## src/rtl/enigma_pkg.sv

```systemverilog
// Shared constants, FSM encoding and position helper for the rotor stepping controller.
package enigma_pkg;

    localparam logic [4:0] A = 5'd0;
    localparam logic [4:0] B = 5'd1;
    localparam logic [4:0] C = 5'd2;
    localparam logic [4:0] D = 5'd3;
    localparam logic [4:0] E = 5'd4;
    localparam logic [4:0] F = 5'd5;
    localparam logic [4:0] G = 5'd6;
    localparam logic [4:0] H = 5'd7;
    localparam logic [4:0] I = 5'd8;
    localparam logic [4:0] J = 5'd9;
    localparam logic [4:0] K = 5'd10;
    localparam logic [4:0] L = 5'd11;
    localparam logic [4:0] M = 5'd12;
    localparam logic [4:0] N = 5'd13;
    localparam logic [4:0] O = 5'd14;
    localparam logic [4:0] P = 5'd15;
    localparam logic [4:0] Q = 5'd16;
    localparam logic [4:0] R = 5'd17;
    localparam logic [4:0] S = 5'd18;
    localparam logic [4:0] T = 5'd19;
    localparam logic [4:0] U = 5'd20;
    localparam logic [4:0] V = 5'd21;
    localparam logic [4:0] W = 5'd22;
    localparam logic [4:0] X = 5'd23;
    localparam logic [4:0] Y = 5'd24;
    localparam logic [4:0] Z = 5'd25;

    localparam logic [4:0] LAST_POS = 5'd25;

    // Notch positions of the historical rotors I, II and III.
    localparam logic [4:0] NOTCH_I   = 5'd16;
    localparam logic [4:0] NOTCH_II  = 5'd4;
    localparam logic [4:0] NOTCH_III = 5'd21;

    typedef enum logic [1:0] {
        ST_IDLE   = 2'd0,
        ST_SETTLE = 2'd1,
        ST_DONE   = 2'd2
    } state_t;

    function automatic logic [4:0] inc_pos(input logic [4:0] p);
        return (p == LAST_POS) ? 5'd0 : p + 5'd1;
    endfunction

endpackage

```

## src/rtl/enigma_step_controller_if.sv

```systemverilog
// Keypress/load handshake and rotor status bundle between requester and step controller.
// Handshake: a key is accepted on a rising clock edge where key_valid && key_ready;
// key_ready is low whenever load is high or the controller is not idle, and nothing is queued.
interface enigma_step_controller_if;
    import enigma_pkg::*;

    logic       load;
    logic [4:0] load_pos_l;
    logic [4:0] load_pos_m;
    logic [4:0] load_pos_r;
    logic       key_valid;
    logic       key_ready;
    logic [4:0] pos_l;
    logic [4:0] pos_m;
    logic [4:0] pos_r;
    logic       step_l;
    logic       step_m;
    logic       step_r;
    logic       enc_strobe;
    logic       busy;
    logic       cfg_err;
    state_t     state;

    modport master (
        output load, load_pos_l, load_pos_m, load_pos_r, key_valid,
        input  key_ready, pos_l, pos_m, pos_r, step_l, step_m, step_r,
               enc_strobe, busy, cfg_err, state
    );

    modport slave (
        input  load, load_pos_l, load_pos_m, load_pos_r, key_valid,
        output key_ready, pos_l, pos_m, pos_r, step_l, step_m, step_r,
               enc_strobe, busy, cfg_err, state
    );

endinterface

```

## src/rtl/enigma_step_logic.sv

```systemverilog
// Ratchet and double-step decision for one keypress, from pre-step rotor positions.
module enigma_step_logic
    import enigma_pkg::*;
#(
    parameter logic [4:0] NOTCH_R = NOTCH_III,
    parameter logic [4:0] NOTCH_M = NOTCH_II
) (
    input  logic [4:0] i_pos_l,
    input  logic [4:0] i_pos_m,
    input  logic [4:0] i_pos_r,
    output logic [4:0] o_next_l,
    output logic [4:0] o_next_m,
    output logic [4:0] o_next_r,
    output logic       o_step_l,
    output logic       o_step_m,
    output logic       o_step_r
);

    always_comb begin
        o_step_r = 1'b1;
        // A middle rotor sitting on its notch drags itself and the left rotor along.
        o_step_l = (i_pos_m == NOTCH_M);
        o_step_m = (i_pos_r == NOTCH_R) || (i_pos_m == NOTCH_M);
        o_next_r = inc_pos(i_pos_r);
        o_next_m = o_step_m ? inc_pos(i_pos_m) : i_pos_m;
        o_next_l = o_step_l ? inc_pos(i_pos_l) : i_pos_l;
    end

endmodule

```

## src/rtl/enigma_step_controller.sv

```systemverilog
// Owns the three rotor positions: steps them per keypress, waits for the scrambler to settle, strobes.
module enigma_step_controller
    import enigma_pkg::*;
#(
    parameter logic [4:0]  NOTCH_R       = NOTCH_III,
    parameter logic [4:0]  NOTCH_M       = NOTCH_II,
    parameter int unsigned SETTLE_CYCLES = 2
) (
    input  logic                       clock,
    input  logic                       resetn,
    enigma_step_controller_if.slave    bus
);

    localparam logic [3:0] CNT_INIT = 4'(SETTLE_CYCLES - 1);

    state_t     r_state;
    state_t     w_state_next;
    logic [3:0] r_cnt;
    logic [3:0] w_cnt_next;

    logic [4:0] r_pos_l;
    logic [4:0] r_pos_m;
    logic [4:0] r_pos_r;
    logic       r_step_l;
    logic       r_step_m;
    logic       r_step_r;
    logic       r_cfg_err;

    logic       w_key_ready;
    logic       w_accept;
    logic       w_load_ok;
    logic [4:0] w_next_l;
    logic [4:0] w_next_m;
    logic [4:0] w_next_r;
    logic       w_step_l;
    logic       w_step_m;
    logic       w_step_r;

    assign w_key_ready = (r_state == ST_IDLE) && !bus.load;
    assign w_accept    = bus.key_valid && w_key_ready;
    assign w_load_ok   = (bus.load_pos_l <= LAST_POS) &&
                         (bus.load_pos_m <= LAST_POS) &&
                         (bus.load_pos_r <= LAST_POS);

    enigma_step_logic #(
        .NOTCH_R (NOTCH_R),
        .NOTCH_M (NOTCH_M)
    ) u_step_logic (
        .i_pos_l  (r_pos_l),
        .i_pos_m  (r_pos_m),
        .i_pos_r  (r_pos_r),
        .o_next_l (w_next_l),
        .o_next_m (w_next_m),
        .o_next_r (w_next_r),
        .o_step_l (w_step_l),
        .o_step_m (w_step_m),
        .o_step_r (w_step_r)
    );

    always_ff @(posedge clock or negedge resetn) begin
        if (!resetn) begin
            r_state <= ST_IDLE;
            r_cnt   <= 4'd0;
        end else begin
            r_state <= w_state_next;
            r_cnt   <= w_cnt_next;
        end
    end

    always_comb begin
        w_state_next = r_state;
        w_cnt_next   = r_cnt;
        if (bus.load) begin
            // Any load, good or bad, aborts the keypress in flight.
            w_state_next = ST_IDLE;
        end else begin
            case (r_state)
                ST_IDLE: begin
                    if (w_accept) begin
                        w_state_next = ST_SETTLE;
                        w_cnt_next   = CNT_INIT;
                    end
                end
                ST_SETTLE: begin
                    if (r_cnt == 4'd0) begin
                        w_state_next = ST_DONE;
                    end else begin
                        w_cnt_next = r_cnt - 4'd1;
                    end
                end
                ST_DONE: begin
                    w_state_next = ST_IDLE;
                end
                default: begin
                    w_state_next = ST_IDLE;
                end
            endcase
        end
    end

    always_ff @(posedge clock or negedge resetn) begin
        if (!resetn) begin
            r_pos_l   <= 5'd0;
            r_pos_m   <= 5'd0;
            r_pos_r   <= 5'd0;
            r_step_l  <= 1'b0;
            r_step_m  <= 1'b0;
            r_step_r  <= 1'b0;
            r_cfg_err <= 1'b0;
        end else begin
            r_step_l <= 1'b0;
            r_step_m <= 1'b0;
            r_step_r <= 1'b0;
            if (bus.load) begin
                if (w_load_ok) begin
                    r_pos_l   <= bus.load_pos_l;
                    r_pos_m   <= bus.load_pos_m;
                    r_pos_r   <= bus.load_pos_r;
                    r_cfg_err <= 1'b0;
                end else begin
                    r_cfg_err <= 1'b1;
                end
            end else if (w_accept) begin
                r_pos_l  <= w_next_l;
                r_pos_m  <= w_next_m;
                r_pos_r  <= w_next_r;
                r_step_l <= w_step_l;
                r_step_m <= w_step_m;
                r_step_r <= w_step_r;
            end
        end
    end

    assign bus.key_ready  = w_key_ready;
    assign bus.pos_l      = r_pos_l;
    assign bus.pos_m      = r_pos_m;
    assign bus.pos_r      = r_pos_r;
    assign bus.step_l     = r_step_l;
    assign bus.step_m     = r_step_m;
    assign bus.step_r     = r_step_r;
    // A load arriving in the DONE cycle suppresses the strobe it is aborting.
    assign bus.enc_strobe = (r_state == ST_DONE) && !bus.load;
    assign bus.busy       = (r_state != ST_IDLE);
    assign bus.cfg_err    = r_cfg_err;
    assign bus.state      = r_state;

endmodule

```

## src/flat_wrapper.sv

```systemverilog
// flat-port wrapper written by rule: the top's interface ports become plain ports
module enigma_step_controller_flat import enigma_pkg::*;
#(
    parameter logic [4:0]  NOTCH_R       = NOTCH_III,
    parameter logic [4:0]  NOTCH_M       = NOTCH_II,
    parameter int unsigned SETTLE_CYCLES = 2
)
  (clock, resetn, bus_load, bus_load_pos_l, bus_load_pos_m, bus_load_pos_r, bus_key_valid, bus_key_ready, bus_pos_l, bus_pos_m, bus_pos_r, bus_step_l, bus_step_m, bus_step_r, bus_enc_strobe, bus_busy, bus_cfg_err, bus_state);
  enigma_step_controller_if bus_i ();
  input  logic clock;
  input  logic resetn;
  input wire logic [$bits(bus_i.load)-1:0] bus_load;
  input wire logic [$bits(bus_i.load_pos_l)-1:0] bus_load_pos_l;
  input wire logic [$bits(bus_i.load_pos_m)-1:0] bus_load_pos_m;
  input wire logic [$bits(bus_i.load_pos_r)-1:0] bus_load_pos_r;
  input wire logic [$bits(bus_i.key_valid)-1:0] bus_key_valid;
  output wire logic [$bits(bus_i.key_ready)-1:0] bus_key_ready;
  output wire logic [$bits(bus_i.pos_l)-1:0] bus_pos_l;
  output wire logic [$bits(bus_i.pos_m)-1:0] bus_pos_m;
  output wire logic [$bits(bus_i.pos_r)-1:0] bus_pos_r;
  output wire logic [$bits(bus_i.step_l)-1:0] bus_step_l;
  output wire logic [$bits(bus_i.step_m)-1:0] bus_step_m;
  output wire logic [$bits(bus_i.step_r)-1:0] bus_step_r;
  output wire logic [$bits(bus_i.enc_strobe)-1:0] bus_enc_strobe;
  output wire logic [$bits(bus_i.busy)-1:0] bus_busy;
  output wire logic [$bits(bus_i.cfg_err)-1:0] bus_cfg_err;
  output wire logic [$bits(bus_i.state)-1:0] bus_state;
  assign bus_i.load = bus_load;
  assign bus_i.load_pos_l = bus_load_pos_l;
  assign bus_i.load_pos_m = bus_load_pos_m;
  assign bus_i.load_pos_r = bus_load_pos_r;
  assign bus_i.key_valid = bus_key_valid;
  assign bus_key_ready = bus_i.key_ready;
  assign bus_pos_l = bus_i.pos_l;
  assign bus_pos_m = bus_i.pos_m;
  assign bus_pos_r = bus_i.pos_r;
  assign bus_step_l = bus_i.step_l;
  assign bus_step_m = bus_i.step_m;
  assign bus_step_r = bus_i.step_r;
  assign bus_enc_strobe = bus_i.enc_strobe;
  assign bus_busy = bus_i.busy;
  assign bus_cfg_err = bus_i.cfg_err;
  assign bus_state = bus_i.state;
  enigma_step_controller #(.NOTCH_R(NOTCH_R), .NOTCH_M(NOTCH_M), .SETTLE_CYCLES(SETTLE_CYCLES)) u_core (.clock(clock), .resetn(resetn), .bus(bus_i));
endmodule
```

## config.mk

```make
export PLATFORM = sky130hd
export DESIGN_NAME = enigma_step_controller_flat
export DESIGN_NICKNAME = d
export VERILOG_FILES = /design/src/rtl/enigma_pkg.sv /design/src/rtl/enigma_step_controller_if.sv /design/src/rtl/enigma_step_logic.sv /design/src/rtl/enigma_step_controller.sv /design/src/flat_wrapper.sv
export SDC_FILE = /design/constraint.sdc
export NUM_CORES = 1
export LEC_CHECK = 0
export BUFFER_PORTS_ARGS = -buffer_cell sky130_fd_sc_hd__buf_4
export CAP_MARGIN = 30
export CORE_MARGIN = 2
export CORE_UTILIZATION = 55
export DETAILED_ROUTE_END_ITERATION = 10
export PLACE_DENSITY = 0.84
export RECOVER_POWER = 50
export SYNTH_ARGS = -nofsm -noshare
export SYNTH_HDL_FRONTEND = slang
export SYNTH_SLANG_ARGS = --single-unit
```

## constraint.sdc

```tcl
create_clock -name clock -period 5.1 [get_ports clock]
set_clock_uncertainty 0.2 [all_clocks]
set_input_delay 0 -clock clock [delete_from_list [all_inputs] [get_ports clock]]
set_output_delay 0 -clock clock [all_outputs]
set_load 0.01 [all_outputs]
```

==> impl_metrics.env <==
export IMPL_multi_input_area_um2=768
export IMPL_switching_share_pct=41.2
export IMPL_cp_arrival_ns=2.41
export IMPL_synthTopCellsByCount="dfrtp_1 (25), inv_1 (16), a22o_1 (10)"
export IMPL_cp_depth=7
export IMPL_critical_path_top_delay_family="buffers and inverters"
export IMPL_power_frac_seq_pct=44.5
export IMPL_drtAntennaViolNets=0
export IMPL_synth_cells=150
export IMPL_cts_sinks=25
export IMPL_drive_gt1_share_pct=19.2
export IMPL_post_synth_num_cell_types=39
export IMPL_worstSetupEndpointType="flop"
export IMPL_antenna_cells=0
export IMPL_cp_max_fo=36
export IMPL_numCtsBuffers=3
export IMPL_holdPathEnd="u_core.bus.cfg_err"
export IMPL_synth_area_leaders="dfrtp_1 (42%), ha_1 (6.8%), a22o_1 (5.9%), inv_1 (4.1%), a21oi_1 (2.7%)"
export IMPL_hold_start="u_core.bus.cfg_err"
export IMPL_start_util_pct=58.8
export IMPL_fillers=175
export IMPL_row_count=18
export IMPL_fmax_mhz=417
export IMPL_ys_ff_latch=25
export IMPL_reg2regPathDepth=5
export IMPL_ys_async_sr_fraction_pct=100
export IMPL_final_setup_tns_ns=0
export IMPL_grt_usage_pct=25.2
export IMPL_placed_cells_incl_taps=217
export IMPL_syn_nets=177
export IMPL_top_layer="met4"
export IMPL_num_io_pins=43
export IMPL_post_place_ws_ns=2.96
export IMPL_grt_pass1_wl_um=6320
export IMPL_die_area_um2=3130
export IMPL_syn_area_per_cell_um2=9.88
export IMPL_worstReg2RegEnd="u_core.bus.pos_r[2]"
export IMPL_min_period_over_period_pct=47.0
export IMPL_drt_first_pass_iters=4
export IMPL_required_ns=5.11
export IMPL_post_route_drc_count=0
export IMPL_finalPower_uw=770
export IMPL_num_vias=1453
export IMPL_critPathLaunchType="input pin"
export IMPL_drt_wl_total_um=3860
export IMPL_dp_hpwl_um=2650
export IMPL_setup_viol=0
export IMPL_cts_setup_buffers=0
export IMPL_p_comb_share_pct=43.7
export IMPL_synth_most_common_cell="dfrtp_1"
export IMPL_final_cell_count_no_fill=243
export IMPL_clkLatencyLatePin_ns=0.31
export IMPL_crit_slowest_cell="dlygate4sd3_1"
export IMPL_hold_path_class="reg2reg"
export IMPL_routed_wl_met2_um=1990
export IMPL_grt_pass1_vias=1344
export IMPL_io_buffers=42
export IMPL_die_w_um=55.9
export IMPL_tightest_slew_ns=1.33
export IMPL_overflow=0
export IMPL_outcome="finished, final reports clean"
export IMPL_yosysWarnings=0
export IMPL_post_cts_resized=0
export IMPL_htree_levels=1
export IMPL_cts_tree="built"
export IMPL_synth_top_area_share_pct=42.2
export IMPL_slew_headroom_pct=11.2
export IMPL_grt_max_degree=37
export IMPL_vdd_drop_max_uv=316
export IMPL_syn_area_um2=1480
export IMPL_r2r_start="u_core.bus.state[0]"
export IMPL_slowest_delay_ns=0.56
export IMPL_synth_top_area_cell="dfrtp_1"
export IMPL_crit_chain="dlygate4sd3_1 > buf_4 > nor4b_4 > a41oi_2 > o21ai_0 > o21ai_0 > dlygate4sd3_1"
export IMPL_area_growth_pct=35.0
export IMPL_finalNetCount=241
export IMPL_wl_met1_um=1640
export IMPL_avgViaCountPerCell=5.98
export IMPL_drt_iter0_markers=53
export IMPL_hold_viol=0
export IMPL_core_area_um2=2520
export IMPL_synth_ff_type="dfrtp_1"
export IMPL_wl_met3_um=194
export IMPL_seq_area_um2=626
export IMPL_min_path_cells=1
export IMPL_p_sw_uw=317
export IMPL_pwr_share_clk_pct=11.8
export IMPL_period_needed_ns=2.40
export IMPL_synth_edff_count=0
export IMPL_clockBufferDepth=2
export IMPL_cts_root_buf="clkbuf_4"
export IMPL_rsz0062_at_grt="no"
export IMPL_fp_dieH_um=55.9
export IMPL_fin_util_pct=79.4
export IMPL_max_cap_violations=0
export IMPL_p_per_area_nw_per_um2=385
export IMPL_wl_per_cell_um=15.9
export IMPL_place_congestion=0.867
export IMPL_antenna_found_initial=0
export IMPL_crit_type="in2reg"
export IMPL_p_int_uw=453
export IMPL_path_buf_inv=3
export IMPL_power_leakage_uw=0.000933
export IMPL_slew_violations=0
export IMPL_fin_ws_ns=2.70
export IMPL_synth_seq_area_share_pct=42.2
export IMPL_rrSetupSlack_ns=2.75
export IMPL_clk_pin_slew_ns=0.14
## stage by stage
stage | cell area [µm²] | hold slack (ns)
2_1_floorplan | 1480 | -0.496
3_3_place_gp | 1810 | -0.282
3_5_place_dp | 1810 | -0.274
4_1_cts | 2060 | 0.320
5_1_grt | 2000 | 0.345
6_report | 2000 | 0.318
## cells in the final DEF (no fill, tap or decap), types with 5 or more instances in the layout
master and instances:
buf_4 29, a22o_1 10, a21oi_1 8, ha_1 8, nor2_1 6, nand3_1 7, nor3_1 5, nand2_1 8
o21ai_0 7, inv_1 16, clkbuf_1 14, dlygate4sd3_1 21, dfrtp_1 25
## logic make-up (layout without fill, tap and decap cells)
logic type | Yosys count | count (layout) | share of synthesized area [%]
AO/OA/AOI/OAI | 51 | 51 | 25.6
AND/OR/NAND/NOR | 40 | 40 | 16.0
adder cells (fa/ha/maj) | 8 | 8 | 6.75
buffers and inverters | 21 | 84 | 5.99
flip-flops | 25 | 25 | 42.2
XOR/XNOR | 1 | 1 | 0.591
multiplexers | 4 | 4 | 2.87
## what timing repair did
item / CTS / global route
hold buffers: 22 / 0
setup endpoints to repair: 0 / 0
hold endpoints to repair: 47 / 0
## routing by layer
metal,up-vias,global-route usage [%]
met5,-,0
met4,0,6.46
met3,4,2.79
met2,57,42.3
met1,695,35.0
li1,697,-
## worst reg2reg max path, delay by kind of cell (launching register included)
family,cells,cell delay (ns)
and+or+nand+nor,1,0.43
buffers and inverters,1,0.56
AOI/OAI and AO/OA,3,0.54
DFF,1,0.52
## worst max path at each step
stage	end	startpoint	slack, ns
detailed placement	u_core.bus.pos_l[0]	u_core.bus.pos_m[0]	2.96
global route	u_core.bus.pos_r[2]	u_core.bus.state[0]	2.57
finish	u_core.bus.pos_r[2]	bus_load	2.70
CTS	u_core.bus.pos_r[2]	u_core.bus.state[0]	2.81
floorplan	u_core.bus.pos_l[0]	u_core.bus.pos_m[0]	3.08
global placement	u_core.bus.pos_l[1]	u_core.bus.pos_m[0]	3.04
## power by group through the flow
| stage | Clock (µW) | Sequential [µW] | Combinational (µW) |
|---|---|---|---|
| finish | 91.0 | 343 | 336 |
| global route | 101 | 355 | 373 |
| CTS | 93.0 | 341 | 358 |
| detailed placement | 0 | 346 | 338 |
| global placement | 0 | 337 | 319 |
| floorplan | 0 | 346 | 182 |
## sequential cells by signal (all words and copies together), names as in the netlist
name / cells
u_core.bus.step_m: 1
u_core.bus.pos_l: 5
u_core.bus.state: 2
u_core.r_cnt: 4
u_core.bus.cfg_err: 1
u_core.bus.pos_r: 5
u_core.bus.step_r: 1
u_core.bus.pos_m: 5
u_core.bus.step_l: 1
## cell type report
class                      instances  area share (%)
clock buffer                       4            1.31
tap                               30            1.88
sequential                        25            31.3
multi-input combinational        104            38.4
timing repair buffer              64            24.2
inverter                          16            3.00
No activity file was read; power rests on OpenSTA's default activity.
